[config.mk]
export PLATFORM = sky130hd
export DESIGN_NAME = adc_sample_decimator
export DESIGN_NICKNAME = d
export VERILOG_FILES = /design/src/rtl/adc_sample_decimator.sv
export SDC_FILE = /design/constraint.sdc
export NUM_CORES = 1
export LEC_CHECK = 0
export CAP_MARGIN = 30
export CORE_MARGIN = 2
export CORE_UTILIZATION = 49
export CTS_CLUSTER_SIZE = 25
export DETAILED_ROUTE_END_ITERATION = 7
export GPL_TIMING_DRIVEN = 0
export PLACE_DENSITY_LB_ADDON = 0.25
export SLEW_MARGIN = 10
export SYNTH_ARGS = -nofsm -noshare
export SYNTH_HDL_FRONTEND = slang
export SYNTH_SLANG_ARGS = --single-unit
[constraint.sdc]
create_clock -name clk -period 9.2 [get_ports clk]
set_input_delay 1.84 -clock clk [delete_from_list [all_inputs] [get_ports clk]]
set_output_delay 1.84 -clock clk [all_outputs]
set_load 0.005 [all_outputs]
[src/rtl/adc_sample_decimator.sv]
// adc_sample_decimator
// Averages 2^LOG2_N unsigned offset-binary 12-bit ADC samples into one signed
// 16-bit audio word. A timeout counter flags a stalled ADC stream (stale) and
// forces the output word to zero.
// Optional feature: define ADC_DC_BLOCK_EN to add a DC-blocking stage with one
// extra output pipeline cycle. Without it the output is the plain average word.
module adc_sample_decimator #(
  parameter int LOG2_N  = 2,
  parameter int TIMEOUT = 65535
) (
  input  logic        clk,
  input  logic        reset_n,
  input  logic        enable,
  input  logic        sample_valid,
  input  logic [11:0] sample_in,
  output logic [15:0] sample_out,
  output logic        sample_out_valid,
  output logic        stale
);

  localparam int SW = 12 + LOG2_N;
  localparam int CW = LOG2_N + 1;
  localparam int TW = (TIMEOUT < 2) ? 1 : $clog2(TIMEOUT + 1);

  localparam logic [CW-1:0] LAST_CNT = CW'((1 << LOG2_N) - 1);
  localparam logic [TW-1:0] TO_FIRE  = TW'(TIMEOUT - 1);
  localparam logic [TW-1:0] TO_SAT   = TW'(TIMEOUT);

  typedef enum logic [1:0] {
    ST_IDLE  = 2'd0,
    ST_ACCUM = 2'd1,
    ST_EMIT  = 2'd2
  } state_e;

  // Offset-binary average to signed word: flip the MSB, scale to 16 bits.
  function automatic logic [15:0] to_signed_word(input logic [11:0] avg);
    return {~avg[11], avg[10:0], 4'b0000};
  endfunction

  state_e         state_q, state_d;
  logic [SW-1:0]  sum_q, sum_d;
  logic [CW-1:0]  cnt_q, cnt_d;
  logic [TW-1:0]  to_q, to_d;
  logic [15:0]    out_q, out_d;
  logic           out_vld_q, out_vld_d;
  logic           stale_q, stale_d;

  logic [SW-1:0]  sum_base_s;
  logic [CW-1:0]  cnt_base_s;
  logic [SW-1:0]  full_sum_s;
  logic [11:0]    avg_s;
  logic           last_s;
  logic           emit_s;
  logic           timeout_s;

`ifdef ADC_DC_BLOCK_EN
  // Saturate a 17-bit signed difference into the 16-bit signed range.
  function automatic logic [15:0] sat16(input logic [16:0] e);
    if (e[16] != e[15]) begin
      return e[16] ? 16'h8000 : 16'h7FFF;
    end else begin
      return e[15:0];
    end
  endfunction

  logic [15:0] x_q, x_d;
  logic        x_vld_q, x_vld_d;
  logic [25:0] dc_q, dc_d;
  logic [16:0] err_s;
`endif

  // Window FSM, accumulator and timeout counter next-state logic
  always_comb begin
    state_d   = state_q;
    sum_d     = sum_q;
    cnt_d     = cnt_q;
    to_d      = to_q;
    emit_s    = 1'b0;
    timeout_s = 1'b0;
    // The EMIT cycle already belongs to the next window, which starts empty.
    if (state_q == ST_EMIT) begin
      sum_base_s = '0;
      cnt_base_s = '0;
    end else begin
      sum_base_s = sum_q;
      cnt_base_s = cnt_q;
    end
    full_sum_s = sum_base_s + SW'(sample_in);
    avg_s      = full_sum_s[SW-1:LOG2_N];
    last_s     = (cnt_base_s == LAST_CNT);
    if (!enable) begin
      state_d = ST_IDLE;
      sum_d   = '0;
      cnt_d   = '0;
      to_d    = '0;
    end else begin
      case (state_q)
        ST_IDLE: begin
          state_d = ST_ACCUM;
          sum_d   = '0;
          cnt_d   = '0;
          to_d    = '0;
        end
        ST_ACCUM, ST_EMIT: begin
          if (sample_valid) begin
            // A sample arriving on the timeout cycle still counts as arrived.
            to_d = '0;
            if (last_s) begin
              emit_s  = 1'b1;
              state_d = ST_EMIT;
              sum_d   = '0;
              cnt_d   = '0;
            end else begin
              state_d = ST_ACCUM;
              sum_d   = full_sum_s;
              cnt_d   = cnt_base_s + CW'(1);
            end
          end else if (to_q == TO_FIRE) begin
            timeout_s = 1'b1;
            to_d      = TO_SAT;
            state_d   = ST_ACCUM;
            sum_d     = '0;
            cnt_d     = '0;
          end else begin
            state_d = ST_ACCUM;
            sum_d   = sum_base_s;
            cnt_d   = cnt_base_s;
            if (to_q != TO_SAT) begin
              to_d = to_q + TW'(1);
            end else begin
              to_d = to_q;
            end
          end
        end
        default: begin
          state_d = ST_IDLE;
          sum_d   = '0;
          cnt_d   = '0;
          to_d    = '0;
        end
      endcase
    end
  end

  // Output word, valid pulse and stale flag next-state logic
  always_comb begin
    out_d     = out_q;
    out_vld_d = 1'b0;
    stale_d   = stale_q;
`ifdef ADC_DC_BLOCK_EN
    dc_d    = dc_q;
    x_vld_d = emit_s;
    if (emit_s) begin
      x_d = to_signed_word(avg_s);
    end else begin
      x_d = x_q;
    end
    err_s = {x_q[15], x_q} - {dc_q[25], dc_q[25:10]};
    if (timeout_s) begin
      // Forced zero bypasses the filter; a pending word is dropped.
      out_d   = 16'h0000;
      x_vld_d = 1'b0;
    end else if (x_vld_q) begin
      out_d     = sat16(err_s);
      out_vld_d = 1'b1;
      dc_d      = dc_q + {{9{err_s[16]}}, err_s};
    end else begin
      out_d = out_q;
    end
`else
    if (emit_s) begin
      out_d     = to_signed_word(avg_s);
      out_vld_d = 1'b1;
    end else if (timeout_s) begin
      out_d = 16'h0000;
    end else begin
      out_d = out_q;
    end
`endif
    // stale drops together with the first valid pulse after the timeout.
    if (out_vld_d) begin
      stale_d = 1'b0;
    end else if (timeout_s) begin
      stale_d = 1'b1;
    end else begin
      stale_d = stale_q;
    end
  end

  // State, datapath and output registers
  always_ff @(posedge clk or negedge reset_n) begin
    if (!reset_n) begin
      state_q   <= ST_IDLE;
      sum_q     <= '0;
      cnt_q     <= '0;
      to_q      <= '0;
      out_q     <= 16'h0000;
      out_vld_q <= 1'b0;
      stale_q   <= 1'b0;
`ifdef ADC_DC_BLOCK_EN
      x_q       <= 16'h0000;
      x_vld_q   <= 1'b0;
      dc_q      <= 26'd0;
`endif
    end else begin
      state_q   <= state_d;
      sum_q     <= sum_d;
      cnt_q     <= cnt_d;
      to_q      <= to_d;
      out_q     <= out_d;
      out_vld_q <= out_vld_d;
      stale_q   <= stale_d;
`ifdef ADC_DC_BLOCK_EN
      x_q       <= x_d;
      x_vld_q   <= x_vld_d;
      dc_q      <= dc_d;
`endif
    end
  end

  assign sample_out       = out_q;
  assign sample_out_valid = out_vld_q;
  assign stale            = stale_q;

endmodule

==> impl_metrics.csv <==
group,metric,value,unit
status,status,"complete, no violations",
cells_and_area,fin_cells,501,
power_and_ir_drop,p_int,0.346,mW
clock_network,clock_path_buffers,2,
synth,ys_seq_area_share,36.6,%
job,cap_violations,0,
floorplan,die_y,86.7,um
synth,ys_ff_latch,49,
sta,setup_violations,0,
global_route,grt_usage,21.6,%
cells_and_area,layout-drive-gt1-share,7.84,%
power_and_ir_drop,p_leak,1.70,nW
worst_setup_path,worstPathRequired,9.42,ns
worst_hold_path,hp-class,"flop to flop",
synth,synth_area,3350,um^2
route,ant_nets,0,
sta,worst_slew_pin_slew,0.829,ns
worst_setup_path,critPathKind,"input port to flop",
synth,ys_types,61,
power_and_ir_drop,ir_worst_vdd,0.0000846,V
synth,async_reset_ff_share,100,%
power_and_ir_drop,power.switching,0.125,mW
synth,ys_warn_count,0,
worst_setup_path,crit_fanout,5,
clock_network,cts_hold_buf,0,
power_and_ir_drop,pwr_density_cell,122,nW/um^2
sta,skew,0.00562,ns
worst_setup_path,r2r_slack,5.08,ns
placed_design,io_buffers,25,
global_route,grt_max_degree,35,
placed_design,gp_congestion,0.883,
route,post_drt_wl_per_cell,15.2,um
worst_setup_path,worstPathArrival,4.60,ns
synth,synth_flop_cell,"dfrtp_1",
clock_network,numClockSinks,49,
worst_setup_path,critPathCaptureType,"flop",
floorplan,dieArea,7510,um^2
sta,hold_violations,0,
power_and_ir_drop,combPwrFrac,18.5,%
clock_network,cts_resized,0,
global_route,overflow,0,
sta,slew_violations,0,
placed_design,dp_cells,493,
cells_and_area,nets,447,
cells_and_area,fillers,618,
global_route,grt_first_pass_wirelength,12900,um
clock_network,cts_tree,"done",
route,drtIter0Drc,152,
clock_network,htreeDepth,2,
sta,fin_crit_sh,47.6,%
clock_network,clock-root-buffer,"clkbuf_8",
clock_network,cts_buffers,5,
floorplan,rows,30,
power_and_ir_drop,p_clk_share,34.1,%
floorplan,die_w,86.7,um
placed_design,place_hpwl,5640,um
sta,relSlewSlack,44.2,%
floorplan,core_area,6720,um^2
route,drcViolationCount,0,
floorplan,io_pins,34,
power_and_ir_drop,seqPwrFrac,47.4,%
worst_setup_path,critPathLaunchType,"input port",
cells_and_area,area_delta_synth_final,14.7,%
cells_and_area,antenna_cells,0,
floorplan,start_util,49.9,%
sta,fmax,229,MHz
sta,setup_tns,0,ns
clock_network,clkLatencyLatePin,0.30,ns
route,via_per_inst,5.80,
global_route,antenna_found_initial,0,
synth,synth_edf_count,0,
power_and_ir_drop,p_sw_share,26.5,%
route,firstDrtPassIters,4,
global_route,grt_pass1_vias,2728,
route,postRouteWirelength,7630,um
synth,syn_area_per_cell,8.72,um^2
clock_network,clk_pin_slew_worst_paths,0.09,ns
synth,syn_inst,384,
sta,rsz0062_at_grt,"no",
route,vias,2906,
sta,whs,0.486,ns
sta,post-route-min-period,4.38,ns
clock_network,cts_post_setup_buffers_inserted,0,
==> critical path, stage by stage <==
cell	delay [ns]
clkdlybuf4s50_1	0.49
ha_1	0.19
fa_1	0.27
a21oi_1	0.09
or3b_1	0.37
a32o_1	0.30
o221a_4	0.25
o31a_1	0.33
or3_1	0.31
a21oi_1	0.15
==> cell usage after synthesis (all sizes together) (2+ instances only) <==
| cell | n | share of area, % |
|---|---|---|
| a211oi | 5 | 1.1 |
| nand2 | 34 | 3.8 |
| mux2i | 3 | 0.90 |
| buf | 15 | 2.6 |
| nand4bb | 4 | 1.3 |
| nand2b | 6 | 1.1 |
| maj3 | 2 | 0.60 |
| nand3 | 13 | 1.9 |
| and4 | 2 | 0.52 |
| o211a | 6 | 1.8 |
| xor2 | 14 | 3.7 |
| a21oi | 25 | 3.7 |
| or4 | 2 | 0.45 |
| o31a | 2 | 0.52 |
| nor2 | 41 | 4.6 |
| and2 | 4 | 0.75 |
| a21boi | 2 | 0.45 |
| o21ai | 20 | 3.1 |
| a32o | 2 | 0.60 |
| or3b | 4 | 1.0 |
| clkbuf | 10 | 1.1 |
| a22o | 3 | 0.78 |
| o21a | 2 | 0.45 |
| nor2b | 12 | 2.2 |
| a32oi | 2 | 0.52 |
| nor3 | 5 | 0.75 |
| a31oi | 6 | 1.1 |
| inv | 10 | 1.1 |
| xnor2 | 17 | 4.4 |
| a21o | 7 | 1.6 |
| nand4 | 8 | 1.5 |
| dfrtp | 49 | 37 |
| ha | 10 | 3.7 |
| o31ai | 3 | 0.67 |
| o22ai | 3 | 0.56 |
| or2 | 4 | 0.75 |
| o211ai | 9 | 2.2 |
==> worst paths after layout <==
path                                      from             end  depth (start not counted)
worst min-delay path            sample_out[11]  sample_out[11]                          2
worst max register to register      state_q[0]   sample_out[5]                         15
min in group asynchronous              reset_n        sum_q[4]                          1
max in group asynchronous              reset_n         to_q[0]                          2
worst min register to register  sample_out[11]  sample_out[11]                          2
worst max-delay path              sample_in[0]       sum_q[12]                         10
==> stage by stage <==
step | worst slack [ns] | util (%) | instance area (um^2) | power, mW
CTS | 4.85 | 57.2 | 3840 | 0.473
global route | 4.59 | 57.2 | 3840 | 0.493
global placement | 4.56 | 55.2 | 3710 | 0.311
finish | 4.82 | 57.2 | 3840 | 0.470
floorplan | 5.21 | - | 3360 | 0.287
detailed placement | 4.54 | 55.5 | 3730 | 0.314
==> cells in the final DEF (no fill, tap or decap), types with 11 or more instances in the layout <==
cell and count:
nor2b_1 12, xnor2_1 17, a21oi_1 25, nand2_1 34
clkdlybuf4s50_1 24, clkbuf_1 11, dfrtp_1 49, xor2_1 14
nand3_1 13, nor2_1 41, o21ai_0 17
==> state kept, by name (all words and copies together), names as in the netlist <==
| signal | cells |
|---|---|
| sum_q | 14 |
| state_q | 2 |
| to_q | 16 |
| cnt_q | 3 |
| sample_out_valid | 1 |
| stale | 1 |
| sample_out | 12 |
==> power groups by stage <==
stage | logic, mW | registers [mW] | clock network (mW)
final | 0.0869 | 0.223 | 0.161
after global routing | 0.0968 | 0.223 | 0.173
after CTS | 0.0870 | 0.223 | 0.164
after detailed placement | 0.0865 | 0.227 | 0
after global placement | 0.0837 | 0.227 | 0
after floorplan | 0.0603 | 0.227 | 0
==> layer usage <==
metal | vias to the layer above | track usage (%) | routed length, um
li1 | 1436 | - | -
met1 | 1385 | 29.2 | 3500
met2 | 65 | 34.5 | 3560
met3 | 20 | 3.81 | 341
met4 | 0 | 8.10 | 231
met5 | - | 0 | 0
==> final cells by class <==
class	instances	area, um^2	share of cell area (%)
buffer	25	124	3.22
clock buffer	7	86.3	2.25
clock inverter	1	30.0	0.782
inverter	11	41.3	1.07
multi-input combinational	302	1970	51.3
sequential	49	1230	31.9
tap	80	100	2.61
timing repair buffer	26	265	6.90
==> kinds of logic after synthesis <==
logic type,share of synthesized area [%]
mux,0.897
buf+inv,4.93
compound gates,21.9
other cells,0.112
flops,36.6
simple gates,21.9
fa+ha+maj,4.93
xor+xnor,8.78
(Power assumes the default switching activity.)
